$ cat src/rtl/mips_pipe_pkg.sv
// rtl/mips_pipe_pkg.sv - shared pipeline constants and IF/ID payload type
package mips_pipe_pkg;

    localparam int XLEN = 32;
    localparam int CTRL_W_DEF = 10;
    localparam logic [XLEN-1:0] NOP_INSTR = 32'h0000_0000;
    localparam logic [XLEN-1:0] PC_STEP = 32'd4;

    typedef struct packed {
        logic [XLEN-1:0] instr;
        logic            valid;
    } ifid_word_t;

endpackage

$ cat src/rtl/pipe_reg.sv
// rtl/pipe_reg.sv - enabled pipeline register with synchronous clear-to-value
module pipe_reg #(
    parameter int               WIDTH   = 32,
    parameter logic [WIDTH-1:0] RST_VAL = '0,
    parameter logic [WIDTH-1:0] CLR_VAL = '0
) (
    input  logic             clk_i,
    input  logic             reset_i,
    input  logic             en_i,
    input  logic             clr_i,
    input  logic [WIDTH-1:0] d_i,
    output logic [WIDTH-1:0] q_o
);

    logic [WIDTH-1:0] data_q;

    // clear outranks enable so a flush lands even when the stage would load
    always_ff @(posedge clk_i) begin
        if (reset_i) begin
            data_q <= RST_VAL;
        end else if (clr_i) begin
            data_q <= CLR_VAL;
        end else if (en_i) begin
            data_q <= d_i;
        end
    end

    assign q_o = data_q;

endmodule

$ cat src/rtl/fetch_stall_responder.sv
// rtl/fetch_stall_responder.sv - PC, IF/ID, ID/EX under stall control; FETCH_PERF_CNT_EN adds perf counters
module fetch_stall_responder
    import mips_pipe_pkg::*;
#(
    parameter logic [31:0] RESET_PC  = 32'h0000_0000,
    parameter int          CTRL_W    = CTRL_W_DEF,
    parameter int          MAX_STALL = 15
) (
    input  logic              clk,
    input  logic              reset,
    input  logic              pc_write_en,
    input  logic              ifid_write_en,
    input  logic              stall_flush,
    input  logic              branch_taken,
    input  logic [31:0]       branch_target,
    input  logic [31:0]       imem_rdata,
    input  logic [CTRL_W-1:0] id_ctrl_in,
    output logic [31:0]       imem_addr,
    output logic [31:0]       ifid_instr,
    output logic [31:0]       ifid_pc4,
    output logic              ifid_valid,
    output logic [CTRL_W-1:0] idex_ctrl,
    output logic              idex_valid,
    output logic              stall_timeout,
    output logic [31:0]       stall_cycles,
    output logic [31:0]       flush_count
);

    localparam int SCW = $clog2(MAX_STALL + 1);

    logic [XLEN-1:0] pc_q, pc_d, pc_plus4;
    logic            ifid_flush;
    ifid_word_t      ifid_d, ifid_q;
    logic [CTRL_W:0] idex_d, idex_q;
    logic [SCW-1:0]  stall_cnt_q, stall_cnt_d;
    logic            timeout_q, timeout_d;

    assign pc_plus4 = pc_q + PC_STEP;
    // a branch only squashes IF/ID when both the PC and IF/ID actually move
    assign ifid_flush = ifid_write_en && pc_write_en && branch_taken;

    always_comb begin
        pc_d = pc_q;
        if (pc_write_en) begin
            pc_d = branch_taken ? branch_target : pc_plus4;
        end
    end

    always_ff @(posedge clk) begin
        if (reset) begin
            pc_q <= RESET_PC;
        end else begin
            pc_q <= pc_d;
        end
    end

    assign ifid_d = '{instr: imem_rdata, valid: 1'b1};

    pipe_reg #(
        .WIDTH   ($bits(ifid_word_t)),
        .RST_VAL ({NOP_INSTR, 1'b0}),
        .CLR_VAL ({NOP_INSTR, 1'b0})
    ) u_ifid_iv (
        .clk_i   (clk),
        .reset_i (reset),
        .en_i    (ifid_write_en),
        .clr_i   (ifid_flush),
        .d_i     (ifid_d),
        .q_o     (ifid_q)
    );

    // pc4 survives a flush, so it has its own enable rather than the clear
    pipe_reg #(
        .WIDTH   (XLEN)
    ) u_ifid_pc4 (
        .clk_i   (clk),
        .reset_i (reset),
        .en_i    (ifid_write_en && !ifid_flush),
        .clr_i   (1'b0),
        .d_i     (pc_plus4),
        .q_o     (ifid_pc4)
    );

    assign idex_d = {id_ctrl_in, ifid_q.valid};

    pipe_reg #(
        .WIDTH   (CTRL_W + 1)
    ) u_idex (
        .clk_i   (clk),
        .reset_i (reset),
        .en_i    (1'b1),
        .clr_i   (stall_flush),
        .d_i     (idex_d),
        .q_o     (idex_q)
    );

    always_comb begin
        stall_cnt_d = stall_cnt_q;
        if (pc_write_en) begin
            stall_cnt_d = '0;
        end else if (stall_cnt_q != SCW'(MAX_STALL)) begin
            stall_cnt_d = stall_cnt_q + SCW'(1);
        end
        timeout_d = timeout_q || (stall_cnt_d == SCW'(MAX_STALL));
    end

    always_ff @(posedge clk) begin
        if (reset) begin
            stall_cnt_q <= '0;
            timeout_q   <= 1'b0;
        end else begin
            stall_cnt_q <= stall_cnt_d;
            timeout_q   <= timeout_d;
        end
    end

`ifdef FETCH_PERF_CNT_EN
    logic [31:0] stall_cycles_q, flush_count_q;

    always_ff @(posedge clk) begin
        if (reset) begin
            stall_cycles_q <= '0;
            flush_count_q  <= '0;
        end else begin
            if (!pc_write_en && (stall_cycles_q != 32'hFFFF_FFFF)) begin
                stall_cycles_q <= stall_cycles_q + 32'd1;
            end
            if (ifid_flush && (flush_count_q != 32'hFFFF_FFFF)) begin
                flush_count_q <= flush_count_q + 32'd1;
            end
        end
    end

    assign stall_cycles = stall_cycles_q;
    assign flush_count  = flush_count_q;
`else
    assign stall_cycles = '0;
    assign flush_count  = '0;
`endif

    assign imem_addr     = pc_q;
    assign ifid_instr    = ifid_q.instr;
    assign ifid_valid    = ifid_q.valid;
    assign idex_ctrl     = idex_q[CTRL_W:1];
    assign idex_valid    = idex_q[0];
    assign stall_timeout = timeout_q;

endmodule

$ cat config.mk
export PLATFORM = sky130hd
export DESIGN_NAME = fetch_stall_responder
export DESIGN_NICKNAME = d
export VERILOG_FILES = /design/src/rtl/mips_pipe_pkg.sv /design/src/rtl/pipe_reg.sv /design/src/rtl/fetch_stall_responder.sv
export SDC_FILE = /design/constraint.sdc
export NUM_CORES = 1
export LEC_CHECK = 0
export CORE_ASPECT_RATIO = 1.75
export CORE_UTILIZATION = 45
export DETAILED_ROUTE_END_ITERATION = 16
export GPL_TIMING_DRIVEN = 0
export PLACE_DENSITY = 0.86
export SYNTH_ARGS = -nofsm -noshare
export SYNTH_HDL_FRONTEND = slang
export SYNTH_SLANG_ARGS = --single-unit
$ cat constraint.sdc
create_clock -name clk -period 3.05 [get_ports clk]
set_clock_uncertainty 0.15 [all_clocks]
set_input_delay 0.4575 -clock clk [delete_from_list [all_inputs] [get_ports clk]]
set_output_delay 0.4575 -clock clk [all_outputs]
set_load 0.01 [all_outputs]
Yosys cells after proc, flatten, opt, wreduce, memory -nomap -nowiden
Index checks and enable logic that the tools add are counted.
- flip-flop bits (word level): 113
- latch bits: 0
- memory bits (writable): 0
- ROM bits: 0
- bits of input ports: 80
- output and inout bits: 173
- word-level logic and storage cells: 20
- memories kept: 0
- $add $sub $neg: 2
- $mul: 0
- divide/modulo/power cells: 0
- $lt $le $gt $ge: 0
- equality and inequality tests: 2
- shift-type cells: 0
- multiplexer cells: 3
- bitwise operators: 0
- reductions and logical operators: 7
- operators with widths (cell ; number):
    $add 32x3->32 const B ; 1
    $mux 32 ; 1
    $mux 4 ; 2
    $add 4x1->4 const B ; 1
    $eq 4x4->1 const B ; 1
    $ne 4x4->1 const B ; 1
    $reduce_or 2->1 ; 2
    $logic_and 1x1->1 ; 3
    $logic_not 1->1 ; 1
    $logic_or 1x1->1 ; 1

Longest topological paths before layout
Gate-level depths: netlist of the first run.
- word-level depth: 5
- gate-level depth with buffers: 7
- mapped depth without buffers: 6

By module
A second synthesis of the first run with hierarchy kept.
- cells, all modules: 652
- area, all modules: 5871.9 um2
- by module, submodules not included (module ; times used ; cells an instance ; area an instance (um2) ; seq. area each (um2)):
    fetch_stall_responder ; 1 ; 403 ; 3096.7 ; 740.7
    pipe_reg (u_ifid_iv) ; 1 ; 108 ; 1218.7 ; 660.6
    pipe_reg (u_ifid_pc4) ; 1 ; 105 ; 1156.1 ; 640.6
    pipe_reg (u_idex) ; 1 ; 36 ; 400.4 ; 220.2

Least setup slack after synthesis of the first run
Ideal clock, no wire load.
- path kind: register to register
- from: register pc_q[10], in the netlist imem_addr[10]
- to: register pc_q[20], in the netlist imem_addr[20]
- setup time: 0.074 ns
- data arrival time: 1.809 ns
- required time: 2.826 ns
- path slack: 1.016 ns
- stages on the path, launching flop included: 8
- buffers on the path: 2
- clock period less this slack: 2.034 ns
- cell sequence: dfxtp_1 -> buf_4 -> and4_1 -> buf_4 -> nand4_4 -> or3_4 -> or3_1 -> a31oi_1
- word-level cells in the longest chain between the ends: 2
- RTL lines (item ; RTL line ; source):
    start: declaration ; fetch_stall_responder.sv:31 ; logic [XLEN-1:0] pc_q, pc_d, pc_plus4;
    start signal: assignment ; fetch_stall_responder.sv:53 ; pc_q <= pc_d;
    $add 32x3->32 ; fetch_stall_responder.sv:38 ; assign pc_plus4 = pc_q + PC_STEP;
    $mux 32 ; fetch_stall_responder.sv:45 ; pc_d = branch_taken ? branch_target : pc_plus4;
Every way passes these cells.
A chain may end at the register's enable or synchronous reset.

Worst setup path after layout of the first run
- from: register pc_q[2], in the netlist imem_addr[2]
- to: register pc_q[16], in the netlist imem_addr[16]
Same word-level chain as after synthesis.

==> results.cfg, run 1 <==
[status]
status = finished, final reports clean

[logic_synthesis]
yosys_warnings = 0
synth_area_leader_cell = dfxtp_1
synth.area.top_cells = dfxtp_1, buf_4, mux2i_1
yosysSeqAreaShare_pct = 41.1
synth-seq-cells = 113
async_flop_share_pct = 0
syn_avg_cell_area_um2 = 8.48
synthDistinctLibCells = 42
synth_edf_count = 0
synth_flop_cell = dfxtp_1
synth_top_area_share_pct = 41.1
syn_inst = 648
syn_area_mm2 = 0.00550

[die]
core_mm2 = 0.0119
die_h_um = 148
pin_count = 253
fp-row-count = 53
fp.dieW_um = 85.6
start_util_pct = 46.1
die-area_mm2 = 0.0127

[cts]
cts_buffer_depth = 2
cts_tree = built
clock_latency_ns = 0.42
cts_setup_buffers = 0
htree_levels = 4
clkSinkCount = 113
clockRootBuffer = clkbuf_16
cts_resized = 0
path_clk_slew_ns = 0.06
cts_hold_buffers = 0
cts_buffers = 17

[finish]
final_cell_mix = clkdlybuf4s50_1, dfxtp_1, nor2_1
area_growth_pct = 51.7
layout-drive-gt1-share_pct = 12.0
final_common_cell = clkdlybuf4s50_1
nNetsFinal = 997
final_util_pct = 69.9
antenna_cells = 0
fill_cells = 960

[critical_path]
path_buf_inv = 0
slowest_stage = dfxtp_1
arrival_ns = 2.78
critPathKind = reg2reg
r2r_start = imem_addr[2]$_SDFFE_PP0P_
slowest_delay_ns = 0.44
worstPathCellList = ha_1 -> nand4_1 -> nor2_1 -> nand4_1 -> or3_1 -> a31oi_1
path_common_cell = nand4_1
cp_data_required_time_ns = 3.25
start_kind = flop
path_max_fanout = 7
crit_start = imem_addr[2]$_SDFFE_PP0P_
cpLargestDelayFamily = simple AND/OR/NAND/NOR gates
cp-end-kind = flop

[pwr]
clkPwrFrac_pct = 45.5
p_leak_nw = 3.35
vdd_ir_drop_max_mv = 0.406
comb_power_share_pct = 16.3
p_sw_share_pct = 26.2
power.total_mw = 4.28
p_seq_share_pct = 38.1
p_switching_mw = 1.12
intPower_mw = 3.16
powerDensity_mw_per_mm2 = 513

[drt]
drc = 0
wl_mm = 17.8
first_iter_violations = 357
num_vias = 5674
ant_nets = 0
post_drt_via_cell_ratio = 5.33
first_pass_iters = 5
routedWlPerCell_um = 16.7

[sta]
slew_violations = 0
worstMarginPinSlew_ns = 0.752
fin_crit_sh_pct = 84.6
fmax_mhz = 387
hold_viol = 0
relSlewSlack_pct = 49.9
setup_viol = 0
min_period_ns = 2.58
rsz0062_at_grt = false
fin_tns_setup_ns = 0

[flow_run]
cap_viol_max_count = 0

[worst_hold_path]
hp-class = reg2reg
hold_path.startpoint = u_ifid_pc4.q_o[1]$_SDFFE_PP0P_

[placement]
hpwl_mm = 13.3
numPortBuffers = 185
place.gp.congestion = 0.906

[global_route]
grt_util_all_layers_pct = 27.8
grt-ovfl-total = 0
grt_max_degree = 17
grt_pass1_vias = 5510
antenna_found_initial = 0
grt_pass1_wl_mm = 27.1
cells in the mapped netlist (2+ instances only):
master,count
o41ai_1,3
and2_1,13
dfxtp_1,113
buf_2,5
a22o_1,3
xor2_1,9
buf_1,5
nand3_1,17
clkbuf_2,2
ha_1,2
a21oi_1,38
nand2_1,51
inv_1,5
nor4_2,3
a31oi_1,13
a22oi_1,16
or3_1,3
nand4_1,4
and4_1,6
nand2b_1,2
xnor2_1,20
a32o_1,4
nor2_1,81
o21ai_0,34
o31ai_1,6
buf_4,68
nand3b_1,7
nor4_1,2
clkbuf_1,31
nor3_1,13
and3_1,4
nor2b_1,4
mux2i_1,38
a211oi_1,15
cell type report:
class	count	area (um2)	area share [%]
flip-flops and latches	113	2260	27.1
plain buffers	111	681	8.16
repair buffers	185	1850	22.2
multi-input cells	482	2770	33.2
clock inverters	13	139	1.67
well taps	137	171	2.06
clock buffers	19	443	5.31
inverters	5	18.8	0.225
path summary, 6_finish.rpt:
path / to / slack (ns) / depth (start not counted)
hold / removal: u_ifid_pc4.q_o[1]$_SDFFE_PP0P_ / 0.31 / 2
setup reg to reg: imem_addr[16]$_SDFFE_PP0P_ / 0.47 / 6
hold reg to reg: u_ifid_pc4.q_o[1]$_SDFFE_PP0P_ / 0.31 / 2
setup / recovery: imem_addr[16]$_SDFFE_PP0P_ / 0.47 / 6
worst reg2reg max path, stage by stage, from the launching register on:
cell and delay (ns):
dfxtp_1 0.44, ha_1 0.34, nand4_1 0.32, nor2_1 0.39, nand4_1 0.31, or3_1 0.42, a31oi_1 0.13
power groups by stage:
stage | registers (mW) | clock network, mW | logic (mW)
6_report | 1.63 | 1.95 | 0.699
3_5_place_dp | 1.66 | 0 | 0.689
5_1_grt | 1.64 | 2.05 | 0.749
2_1_floorplan | 1.68 | 0 | 0.317
4_1_cts | 1.63 | 1.96 | 0.694
3_3_place_gp | 1.66 | 0 | 0.680
per-layer routing:
metal  track usage (%)  part of all wire (%)  wire length (um)  vias to the layer above
li1                  -                     -                 -                     2654
met1              26.2                    33              5860                     2595
met2              50.2                    53              9380                      350
met3              8.05                   8.7              1560                       75
met4              20.3                   5.8              1040                        0
met5                 0                     0                 0                        -
metrics by stage:
step | hold slack [ns] | std cells | area (um2) | setup slack [ns]
CTS | 0.313 | 1065 | 8340 | 0.528
global route | 0.330 | 1065 | 8340 | 0.360
finish | 0.308 | 1065 | 8340 | 0.469
detailed placement | 0.305 | 1033 | 7760 | 0.473
global placement | 0.295 | 1033 | 7760 | 0.502
floorplan | 0.295 | 711 | 5730 | 1.02
state kept, by name, summed over array words and instances, names as in the netlist:
name,count
u_ifid_pc4.q_o,32
u_ifid_iv.q_o,33
stall_timeout,1
imem_addr,32
u_idex.q_o,11
stall_cnt_q,4
logic make-up after synthesis:
kind of cell / Yosys count / share of synthesized area, %
multiplexers: 38 / 6.92
AO/OA/AOI/OAI: 136 / 15.4
flip-flops: 113 / 41.1
AND/OR/NAND/NOR: 213 / 18.7
XOR/XNOR: 29 / 4.62
other: 1 / 0.0682
adder cells (fa/ha/maj): 2 / 0.455
buffers and inverters: 116 / 12.7
(Power assumes the default switching activity.)
==> run 2, diff against run 1 <==
--- a/config.mk
+++ b/config.mk
@@ -6,10 +6,10 @@
 export NUM_CORES = 1
 export LEC_CHECK = 0
 export CORE_ASPECT_RATIO = 1.75
-export CORE_UTILIZATION = 45
+export CORE_UTILIZATION = 42
 export DETAILED_ROUTE_END_ITERATION = 16
 export GPL_TIMING_DRIVEN = 0
-export PLACE_DENSITY = 0.86
+export PLACE_DENSITY = 0.81
 export SYNTH_ARGS = -nofsm -noshare
 export SYNTH_HDL_FRONTEND = slang
 export SYNTH_SLANG_ARGS = --single-unit
==> constraint.sdc (replaced) <==
create_clock -name clk -period 2.6 [get_ports clk]
set_clock_uncertainty 0.15 [all_clocks]
set_input_delay 0.39 -clock clk [delete_from_list [all_inputs] [get_ports clk]]
set_output_delay 0.39 -clock clk [all_outputs]
set_load 0.01 [all_outputs]
==> run 2 against run 1 <==
Combinational power is 17% higher; largest power group unchanged; register-to-register slack got worse by 0.28 ns; non-clock buffer count up 1; via count down 1.7%; sequential share of layout area shrank 0.14 points; critical path type unchanged.
==> results.cfg, run 2 (synthesis gave the netlist of run 1 again) <==
[status]
status = finished, final reports clean

[finish]
area_growth_pct = 52.5
final_common_cell = clkdlybuf4s50_1
antenna_cells = 0
fin_cells = 1100
nNetsFinal = 998
largest_reg_flops = 33
final_cell_mix = clkdlybuf4s50_1, dfxtp_1, nor2_1
final_util_pct = 65.1
layout-drive-gt1-share_pct = 12.3

[drt]
routedWlPerCell_um = 15.9
first_pass_iters = 5
num_vias = 5576
wl_mm = 17.5
post_drt_via_cell_ratio = 5.07
ant_nets = 0
first_iter_violations = 309
drc = 0

[placement]
dp_slack_ns = 0.0328
numPortBuffers = 185
place.gp.congestion = 0.897
hpwl_mm = 13.2
numPlacedInstances = 1067

[sta]
worstMarginPinSlew_ns = 0.733
rsz0062_at_grt = false
fmax_mhz = 415
relSlewSlack_pct = 51.2
min_period_ns = 2.41
slew_violations = 0
fin_crit_sh_pct = 92.8
hold_viol = 0
fin_tns_setup_ns = 0
setup_viol = 0
finalWorstSetupSlack_ns = 0.188

[global_route]
grt_pass1_wl_mm = 26.7
grt_util_all_layers_pct = 25.9
antenna_found_initial = 0
grt_max_degree = 17
grt_pass1_vias = 5274
grt-ovfl-total = 0

[cts]
htree_levels = 4
clockRootBuffer = clkbuf_16
path_clk_slew_ns = 0.06
cts_buffers = 17
clock_latency_ns = 0.42
clkSinkCount = 113
cts_tree = built
cts_buffer_depth = 2

[pwr]
p_leak_nw = 3.36
p_seq_share_pct = 38.5
p_sw_share_pct = 27.0
vdd_ir_drop_max_mv = 0.456
power.total_mw = 4.96
powerDensity_mw_per_mm2 = 592
intPower_mw = 3.62
comb_power_share_pct = 16.4
p_switching_mw = 1.34
clkPwrFrac_pct = 45.0

[critical_path]
critPathKind = reg2reg
regToRegSetupSlack_ns = 0.19
path_max_fanout = 7
cp_data_required_time_ns = 2.73
cp-end-kind = flop
arrival_ns = 2.54
ff2ff_path_depth = 6
start_kind = flop

[die]
die-area_mm2 = 0.0136
pin_count = 253
start_util_pct = 42.7
fp.dieW_um = 88.5
core_mm2 = 0.0129
die_h_um = 153
fp-row-count = 55

[worst_hold_path]
hp-class = reg2reg
whs_path_depth = 2

[flow_run]
cap_viol_max_count = 0
## run 2: cell types whose count changed in the layout (fill, tap and decap cells not counted), sizes merged
cell	delta
buf	+1
bufinv	-1
clkbuf	-1
inv	+4
clkinvlp	-2
## run 2: repair_timing
| item | in CTS | in global routing |
|---|---|---|
| hold buffers | 0 | 0 |
| endpoints found under the setup margin | 0 | 1 |
| setup buffers | 0 | 1 |
| gates resized for setup | 0 | 1 |
## run 2: final cells by class
cell class | count | area (um2)
clock inverters | 14 | 133
flip-flops and latches | 113 | 2260
inverters | 5 | 18.8
well taps | 171 | 214
plain buffers | 111 | 681
fillers | 1077 | 4490
multi-input cells | 482 | 2780
clock buffers | 18 | 439
repair buffers | 186 | 1860
## run 2: critical path, stage by stage (launching register included)
cell and delay [ns]:
dfxtp_1 0.47, ha_1 0.35, and4_1 0.36, nand2_1 0.19, nor4_2 0.42, mux2i_1 0.25, a21oi_1 0.08
## run 2: final timing paths
kind / to / from
hold reg to reg: u_ifid_pc4.q_o[0]$_SDFFE_PP0P_ / u_ifid_pc4.q_o[0]$_SDFFE_PP0P_
setup reg to reg: imem_addr[30]$_SDFFE_PP0P_ / imem_addr[2]$_SDFFE_PP0P_
hold / removal: u_ifid_pc4.q_o[0]$_SDFFE_PP0P_ / u_ifid_pc4.q_o[0]$_SDFFE_PP0P_
setup / recovery: imem_addr[30]$_SDFFE_PP0P_ / imem_addr[2]$_SDFFE_PP0P_
## run 2: power groups by stage
stage | logic [mW] | clock network (mW) | registers [mW]
floorplan | 0.371 | 0 | 1.98
global placement | 0.799 | 0 | 1.94
detailed placement | 0.805 | 0 | 1.95
CTS | 0.811 | 2.26 | 1.91
global route | 0.880 | 2.35 | 1.92
finish | 0.815 | 2.23 | 1.91
## run 2: per-layer routing
metal,part of all wire [%],routed length [um],track usage [%],vias up
met3,7.9,1380,7.56,66
met5,0,0,0,-
met4,4.9,862,15.0,0
met2,53,9310,47.3,326
li1,-,-,-,2661
met1,34,5950,24.8,2523
## run 2: per-stage QoR
stage / hold slack, ns / area [um2]
floorplan: 0.295 / 5730
CTS: 0.308 / 8370
global placement: 0.293 / 7800
detailed placement: 0.298 / 7800
global route: 0.340 / 8380
finish: 0.308 / 8380
